## src/rtl/vram_read_pipe.sv

```systemverilog
// Fixed-depth valid/data shift register carrying read snapshots to the output.
// Latency: push at edge N appears on pop in the cycle after edge N+LATENCY-1.
// Backpressure: none; every pushed entry emerges in order, never stalls.
module vram_read_pipe #(
  parameter int LATENCY = 3,
  parameter int DATA_W  = 32
) (
  input  logic              clk,
  input  logic              reset_n,
  input  logic              push,
  input  logic [DATA_W-1:0] push_data,
  output logic              pop,
  output logic [DATA_W-1:0] pop_data
);

  logic [LATENCY-1:0] valid_q;
  logic [DATA_W-1:0]  data_q [LATENCY];

  // Shift valid every cycle; data only moves with a valid so the last stage holds between pulses.
  always_ff @(posedge clk) begin
    if (!reset_n) begin
      valid_q <= '0;
      for (int i = 0; i < LATENCY; i++) begin
        data_q[i] <= '0;
      end
    end else begin
      valid_q[0] <= push;
      if (push) begin
        data_q[0] <= push_data;
      end
      for (int i = 1; i < LATENCY; i++) begin
        valid_q[i] <= valid_q[i-1];
        if (valid_q[i-1]) begin
          data_q[i] <= data_q[i-1];
        end
      end
    end
  end

  assign pop      = valid_q[LATENCY-1];
  assign pop_data = data_q[LATENCY-1];

endmodule

```

## config.mk

```make
export PLATFORM = sky130hd
export DESIGN_NAME = vram_read_pipe
export DESIGN_NICKNAME = d
export VERILOG_FILES = /design/src/rtl/vram_read_pipe.sv
export SDC_FILE = /design/constraint.sdc
export NUM_CORES = 1
export LEC_CHECK = 0
export BUFFER_PORTS_ARGS = -buffer_cell sky130_fd_sc_hd__clkbuf_2
export CORE_ASPECT_RATIO = 2
export CORE_MARGIN = 2
export CORE_UTILIZATION = 55
export CTS_BUF_LIST = sky130_fd_sc_hd__clkbuf_8
export CTS_CLUSTER_SIZE = 25
export DETAILED_ROUTE_END_ITERATION = 10
export PLACE_DENSITY = 0.88
export SLEW_MARGIN = 20
export SYNTH_ARGS = -nofsm -noshare
export SYNTH_HDL_FRONTEND = slang
export SYNTH_SLANG_ARGS = --single-unit
export TNS_END_PERCENT = 20
```

## constraint.sdc

```tcl
create_clock -name clk -period 3.6 [get_ports clk]
set_clock_uncertainty 0.2 [all_clocks]
set_input_delay 0.54 -clock clk [delete_from_list [all_inputs] [get_ports clk]]
set_output_delay 0.54 -clock clk [all_outputs]
set_load 0.1 [all_outputs]
```

==> run metrics, run 1 <==
status complete, no violations; # diodes 0; core area 7890 µm²; cell internal pwr about 1.7 mW; dpl cells approximately 370; std cell rows 46; Num CTS Buffers 9; number of global-route vias before repair between 2000 and 2500; capturing point of the worst reg2reg path data_q[0][86]; Post-DP Area approximately 4500 µm²; Post-DP HPWL roughly 3900 µm; Worst-Margin Slew about 1 ns; Worst VDD drop 0.228 mV; largest net degree at the start of global routing 99; Resize count post-CTS 0; switching share of power 0.276; grt peak-use layer met2; wire length per cell between 15 and 20 µm; Overflow after GRT 0; FF-to-FF Start valid_q[1]; r2r worst-path depth 2; Critical Path Source valid_q[1]; combinational power share 0.148; register area share after synthesis 0.665; Yosys reg bits roughly 100; unique cell type count in the Yosys netlist 9; routed via count between 2000 and 2500; gpl congestion 0.748; Total Routing Usage GR 0.163; number of iterations in the first detailed-routing pass 5; hold path cells 2; Worst Hold Class in -> reg; DRC Markers 0; Initial Util 0.562; GR Util met1 0.215; Finished Cell Area between 4000 and 5000 µm²; syn avg cell area around 16 µm²; Clock Path Buffers 2; met2 usage 0.246; clock sink total 99; post-CTS setup-driven buffer insertion count 0; worst reg-to-reg setup slack 1.51 ns; antenna violations before repair 0; Die Area 8830 µm²; P_leak between 2 and 2.5 nW; Total Power 2.40 mW; Syn-to-layout area delta 4.80%; first-pass GRT wire length 10700 µm; GR Util met3 0.0428; critical path type reg -> reg; Initial DRC Count a little over 200; endpoints failing setup 0; minimum clock period after layout 2.09 ns; Req. time, crit path approximately 3.4 ns; Clk pwr share 0.272; Die W just under 70 µm; HP Start push_data[28]; worst hold path endpoint data_q[0][28]; Nets between 300 and 400; WP data arrival between 1.5 and 2 ns; Die Span Y around 130 µm; Routed Antenna Nets 0; Fin. Hold Viols 0; drt via density 6.42; net switching power around 0.66 mW; WL final a little under 7000 µm; Power Density between 500 and 600 nW/µm²; Max Slew Vio Count 0; WHS about 0.31 ns; Crit Path Max Fanout just under 100; Max transition margin 0.321; share of post-route cells with drive strength above 1 0.302; synthesized netlist cell count ~280; Crit. End Element flop; Worst-Skew Late Latency roughly 0.36 ns; TritonCTS clock tree built; most frequent cells in the layout 96 x o311a_1, 96 x edfxtp_1, 65 x clkbuf_2; Port Buf Inserts 67; Sum Neg Setup Slack 0 ns; CP startpoint kind flop; IO Pins between 60 and 70; final-layout fill cell count between 500 and 600; root buffer cell clkbuf_8; Max Clk Rate approximately 480 MHz; Final Cycle Share 0.581; H-tree depth 3; Synth Cell Area 4430 µm²; hold_buf cts 0; Mapped Nets 312; synth warn 0; clk slew on worst S/H paths roughly 0.080 ns; Max-cap violations 0; RSZ-0062 raised after global routing no; non-filler cells, final slightly below 400; share of power burned in registers 0.580
## through the flow
| stage | util | setup WS [ns] |
|---|---|---|
| final | 0.589 | 1.51 |
| after global routing | 0.589 | 1.37 |
| after global placement | 0.565 | 1.23 |
| after floorplan | - | 1.30 |
| after detailed placement | 0.565 | 1.13 |
| after CTS | 0.589 | 1.51 |
## cell type report
| type | count | area, µm² | share of cell area |
|---|---|---|---|
| Clock buffer | 9 | 124 | 0.0267 |
| Clock inverter | 7 | 60.1 | 0.0129 |
| Sequential cell | 99 | 2950 | 0.636 |
| Tap cell | 96 | 120 | 0.0259 |
| Multi-Input combinational cell | 102 | 998 | 0.215 |
| Timing Repair Buffer | 74 | 388 | 0.0836 |
## worst max-delay path by stage
| stage | slack (ns) | end |
|---|---|---|
| after floorplan | 1.30 | data_q[0][0] |
| after global placement | 1.23 | data_q[0][21] |
| after detailed placement | 1.13 | data_q[0][4] |
| after CTS | 1.51 | data_q[0][86] |
| after global routing | 1.37 | data_q[0][15] |
| final | 1.51 | data_q[0][86] |
## sequential cells by signal, summed over array words and instances (netlist names)
signal   cells
valid_q      3
data_q      96
## layer usage
| metal | wire, µm | up-vias |
|---|---|---|
| met5 | 0 | - |
| met3 | 376 | 11 |
| met2 | 3450 | 100 |
| met4 | 152 | 0 |
| met1 | 2760 | 1203 |
| li1 | - | 1170 |
## critical path, cell delays in order (launching register included)
cell      delay (ns)
dfxtp_4         0.99
nand2b_1        0.19
buf_4           0.36
## Yosys cell counts
cell | number | area share
and2_1 | 3 | 0.0042
buf_2 | 11 | 0.012
buf_4 | 34 | 0.058
buf_6 | 8 | 0.020
clkbuf_1 | 23 | 0.019
dfxtp_1 | 3 | 0.014
edfxtp_1 | 96 | 0.65
nand2b_1 | 3 | 0.0042
o311a_1 | 96 | 0.22
## kinds of logic after synthesis
group,synth area share
AOI/OAI and AO/OA,0.217
DFF,0.665
and+or+nand+nor,0.00848
buffers and inverters,0.110
## power by group through the flow
stage | clock network [mW] | registers (mW) | logic (mW)
2_1_floorplan | 0 | 1.40 | 0.349
3_3_place_gp | 0 | 1.41 | 0.349
3_5_place_dp | 0 | 1.42 | 0.355
4_1_cts | 0.663 | 1.39 | 0.357
5_1_grt | 0.705 | 1.40 | 0.375
6_report | 0.654 | 1.39 | 0.356
Note: power is estimated with default switching activity, not from simulation.
==> run 2: changes to the inputs <==
clock period = 2.2 ns   (was 3.6 ns; I/O delays follow)
==> run metrics, run 2 (synthesized netlist as in run 1, its figures left out) <==
status complete, no violations; biggest regs data_q x96, valid_q x3; DRC Markers 0; routed via count ~2500; Num CTS Buffers 9; Syn-to-layout area delta 5.34%; Max Clk Rate 568 MHz; Sum Neg Setup Slack 0 ns; CP startpoint kind flop; minimum clock period after layout approximately 1.8 ns; Setup WS post-layout around 0.44 ns; Place WS approximately 0.47 ns; Post-DP HPWL about 3900 µm; core area slightly below 8000 µm²; Routed Antenna Nets 0; endpoints failing setup 0; Initial Util 0.562; drt via density roughly 6.3; Resize count post-CTS 0; final-layout fill cell count 578; P_leak 2.06 nW; FF-to-FF Start valid_q[0]; root buffer cell clkbuf_8; WP data arrival roughly 1.8 ns; most frequent cells in the layout 96 x o311a_1, 96 x edfxtp_1, 65 x clkbuf_2; TritonCTS clock tree built; Die Span Y around 130 µm; number of global-route vias before repair 2238; wire length per cell 17.3 µm; share of post-route cells with drive strength above 1 0.308; # diodes 0; Overflow after GRT 0; Nets around 330; clk slew on worst S/H paths 0.09 ns; Final Cycle Share 0.800; Crit Path Max Fanout between 50 and 60; largest net degree at the start of global routing a little under 60; post-CTS setup-driven buffer insertion count 0; Initial DRC Count approximately 150; Worst-Margin Slew about 0.57 ns; first-pass GRT wire length 10900 µm; Largest register FFs 96; Port Buf Inserts between 60 and 70; Critical Path Source valid_q[0]; WL final between 6000 and 7000 µm; Crit. End Element flop; H-tree depth 3; hold_buf cts 0; Die W 67.4 µm; Max Slew Vio Count 0; Die Area ~9000 µm²; HP Start push_data[16]; Clock Path Buffers 2; gpl congestion approximately 0.74; critical path type reg -> reg; clock sink total 99; Max transition margin 0.621; Fin. Hold Viols 0; Worst-Skew Late Latency about 0.36 ns; Power Density 843 nW/µm²; Largest Register data_q; RSZ-0062 raised after global routing no; Worst Hold Class in -> reg; Max-cap violations 0; Worst VDD drop between 0.4 and 0.5 mV; Req. time, crit path around 2.2 ns; number of iterations in the first detailed-routing pass 4; Total Routing Usage GR 0.167; std cell rows 46; IO Pins around 70; antenna violations before repair 0
## run 2: cell types whose count changed in the layout (fill, tap and decap cells not counted)
cell,before,now
clkinv_1,3,2
clkinv_2,0,1
clkinvlp_4,2,0
inv_1,1,3
buf_4,7,11
## run 2: layer usage
metal,global-route usage,up-vias,wire length [µm]
li1,-,1176,-
met1,0.224,1169,2820
met2,0.239,99,3350
met3,0.0377,14,393
met4,0.115,0,189
met5,0,-,0
## run 2: path summary, 6_finish.rpt
check	slack, ns	endpoint	cells after the start
min	0.09	data_q[0][16]	2
max reg2reg	0.44	data_q[0][46]	2
min reg2reg	0.38	data_q[0][49]	1
max	0.44	data_q[0][46]	2
## run 2: through the flow
stage / total power, mW / util / hold WS, ns / cells / cell area (µm²)
after global placement: 2.89 / 0.569 / 0.358 / 375 / 4490
after global routing: 4.05 / 0.592 / 0.0886 / 391 / 4660
after CTS: 3.94 / 0.592 / 0.0762 / 391 / 4660
final: 3.93 / 0.592 / 0.0905 / 391 / 4660
after floorplan: 2.86 / - / 0.346 / 277 / 4430
after detailed placement: 2.91 / 0.569 / 0.356 / 375 / 4490
## run 2: cell type report
type                       instances  area, µm²  share of cell area
sequential                        99       2950               0.633
multi-input combinational        102        998               0.214
tap                               96        120              0.0258
timing repair buffer              78        418              0.0896
clock inverter                     7       53.8              0.0115
clock buffer                       9        124              0.0266
## run 2: where the power goes
part	switching (mW)	leakage (nW)	internal [mW]	total, mW
Clock	0.562	0.102	0.504	1.07
Combinational	0.469	0.905	0.125	0.594
Sequential	0.0542	1.05	2.22	2.27
## run 2: worst max-delay path, cell delays in order (launching register included)
cell     delay (ns)
dfxtp_4        0.62
buf_4          0.57
o311a_1        0.23
==> run 3: changes to the inputs <==
CORE_UTILIZATION = 53   (was 55)
clock period = 1.6 ns   (was 2.2 ns; I/O delays follow)
==> run metrics, run 3 (synthesized netlist as in run 1, its figures left out) <==
final-layout fill cell count 600; share of post-route cells with drive strength above 1 0.311; most frequent cells in the layout 96 x o311a_1, 96 x edfxtp_1, 37 x buf_4; Max transition margin 0.641; Worst-Margin Slew 0.540 ns; minimum clock period after layout 1.54 ns; gpl congestion 0.707; Port Buf Inserts 67; CP top delay family buffers and inverters; Worst-Skew Late Latency between 0.3 and 0.4 ns; Total Routing Usage GR 0.163; Post-DP HPWL approximately 4000 µm; largest net degree at the start of global routing a little under 100; core area between 8000 and 9000 µm²; number of global-route vias before repair approximately 2300; clk slew on worst S/H paths ~0.08 ns; Die Span Y 133 µm; Power Density 1120 nW/µm²; CP startpoint kind flop; Overflow after GRT 0; dpl cells between 300 and 400; critical path type reg -> out; Initial DRC Count 120; Die Area about 9100 µm²; final core utilization 0.601; Syn-to-layout area delta 10.9%; Initial Util 0.542; first-pass GRT wire length 11200 µm; Final Cycle Share 0.961; std cell rows 47; Max Clk Rate 651 MHz; Num CTS Buffers 9; biggest regs data_q x96, valid_q x3; clock sink total just under 100; RSZ-0062 raised after global routing no; WP data arrival 1.10 ns; WL final just under 7000 µm; Largest Register data_q; critical-path cell list clkbuf_2; H-tree depth 3; Crit Path Max Fanout 1; Resize count post-CTS 0; IO Pins 68; Die W approximately 70 µm; Clock Path Buffers 2; Largest register FFs 96; DRC Markers 0; Worst Hold Class in -> reg; endpoints failing setup 0; Critical-path top delay cell clkbuf_2; number of iterations in the first detailed-routing pass 4; post-CTS setup-driven buffer insertion count 0; Req. time, crit path between 1 and 1.5 ns; Crit. End Element output pin; P_leak between 2 and 2.5 nW; Nets approximately 330; Max Slew Vio Count 0; TritonCTS clock tree built; wire length per cell around 17 µm; routed via count 2506; Max-cap violations 0; drt via density about 6.3; Worst path max stage delay around 0.44 ns; Crit path buffers/inverters 1; Worst VDD drop between 0.4 and 0.5 mV; Fin. Hold Viols 0; Routed Antenna Nets 0; antenna violations before repair 0; root buffer cell clkbuf_8; non-filler cells, final 400; # diodes 0; status complete, no violations
[run 3: changes by cell type in the layout (fill, tap and decap cells not counted), moves of 2 or more]
cell           before  now
clkbuf_2           65   33
buf_4              11   37
clkinvlp_4          0    2
nand2b_4            0    2
buf_12              0    5
nand2b_1            3    0
dlygate4sd3_1       0    9
[run 3: power by group]
group	internal, mW	total (mW)	switching [mW]
Sequential	3.05	3.12	0.0648
Clock	0.703	1.47	0.771
Combinational	0.238	0.902	0.664
Total	3.99	5.49	1.50
[run 3: final timing paths]
kind              slack, ns           from  cells after the start       endpoint
setup / recovery       0.06     valid_q[2]                      1            pop
hold / removal         0.02  push_data[20]                      2  data_q[0][20]
setup reg to reg       0.13     valid_q[1]                      2  data_q[0][88]
hold reg to reg        0.38  data_q[0][39]                      1  data_q[0][71]
[run 3: area by class of cell]
cell class / instances / area, µm² / area share
Timing Repair Buffer: 85 / 638 / 0.130
Sequential cell: 99 / 2950 / 0.601
Clock inverter: 7 / 61.3 / 0.0125
Multi-Input combinational cell: 102 / 1020 / 0.207
Clock buffer: 9 / 124 / 0.0252
Tap cell: 98 / 123 / 0.0250
[run 3: stage by stage]
| step | instance area, µm² | hold slack [ns] | total power, mW | setup TNS, ns | setup slack [ns] |
|---|---|---|---|---|---|
| 6_report | 4910 | 0.0223 | 5.49 | 0 | 0.0632 |
| 5_1_grt | 4910 | 0.00219 | 5.69 | 0 | 0.00577 |
| 3_5_place_dp | 4640 | 0.355 | 4.06 | 0 | 0.144 |
| 4_1_cts | 4900 | 0.0000170 | 5.53 | 0 | 0.0370 |
| 2_1_floorplan | 4450 | 0.278 | 3.94 | -1.25 | -0.0389 |
| 3_3_place_gp | 4640 | 0.351 | 4.04 | 0 | 0.164 |
[run 3: repair_timing]
action / in CTS / in global routing
hold endpoints to repair: 8 / 1
setup endpoints to repair: 0 / 0
hold buffers: 8 / 1
[run 3: worst reg2reg max path, cell delays in order, from the launching register on]
cell and delay, ns:
dfxtp_4 0.41, buf_12 0.22, o311a_1 0.40
[run 3: layer usage]
layer,GRT usage,routed length (µm),share of wire,vias up
met5,0,0,0,-
met3,0.0439,342,0.050,6
li1,-,-,-,1188
met1,0.223,2900,0.42,1232
met4,0.0844,94,0.014,0
met2,0.235,3570,0.52,80
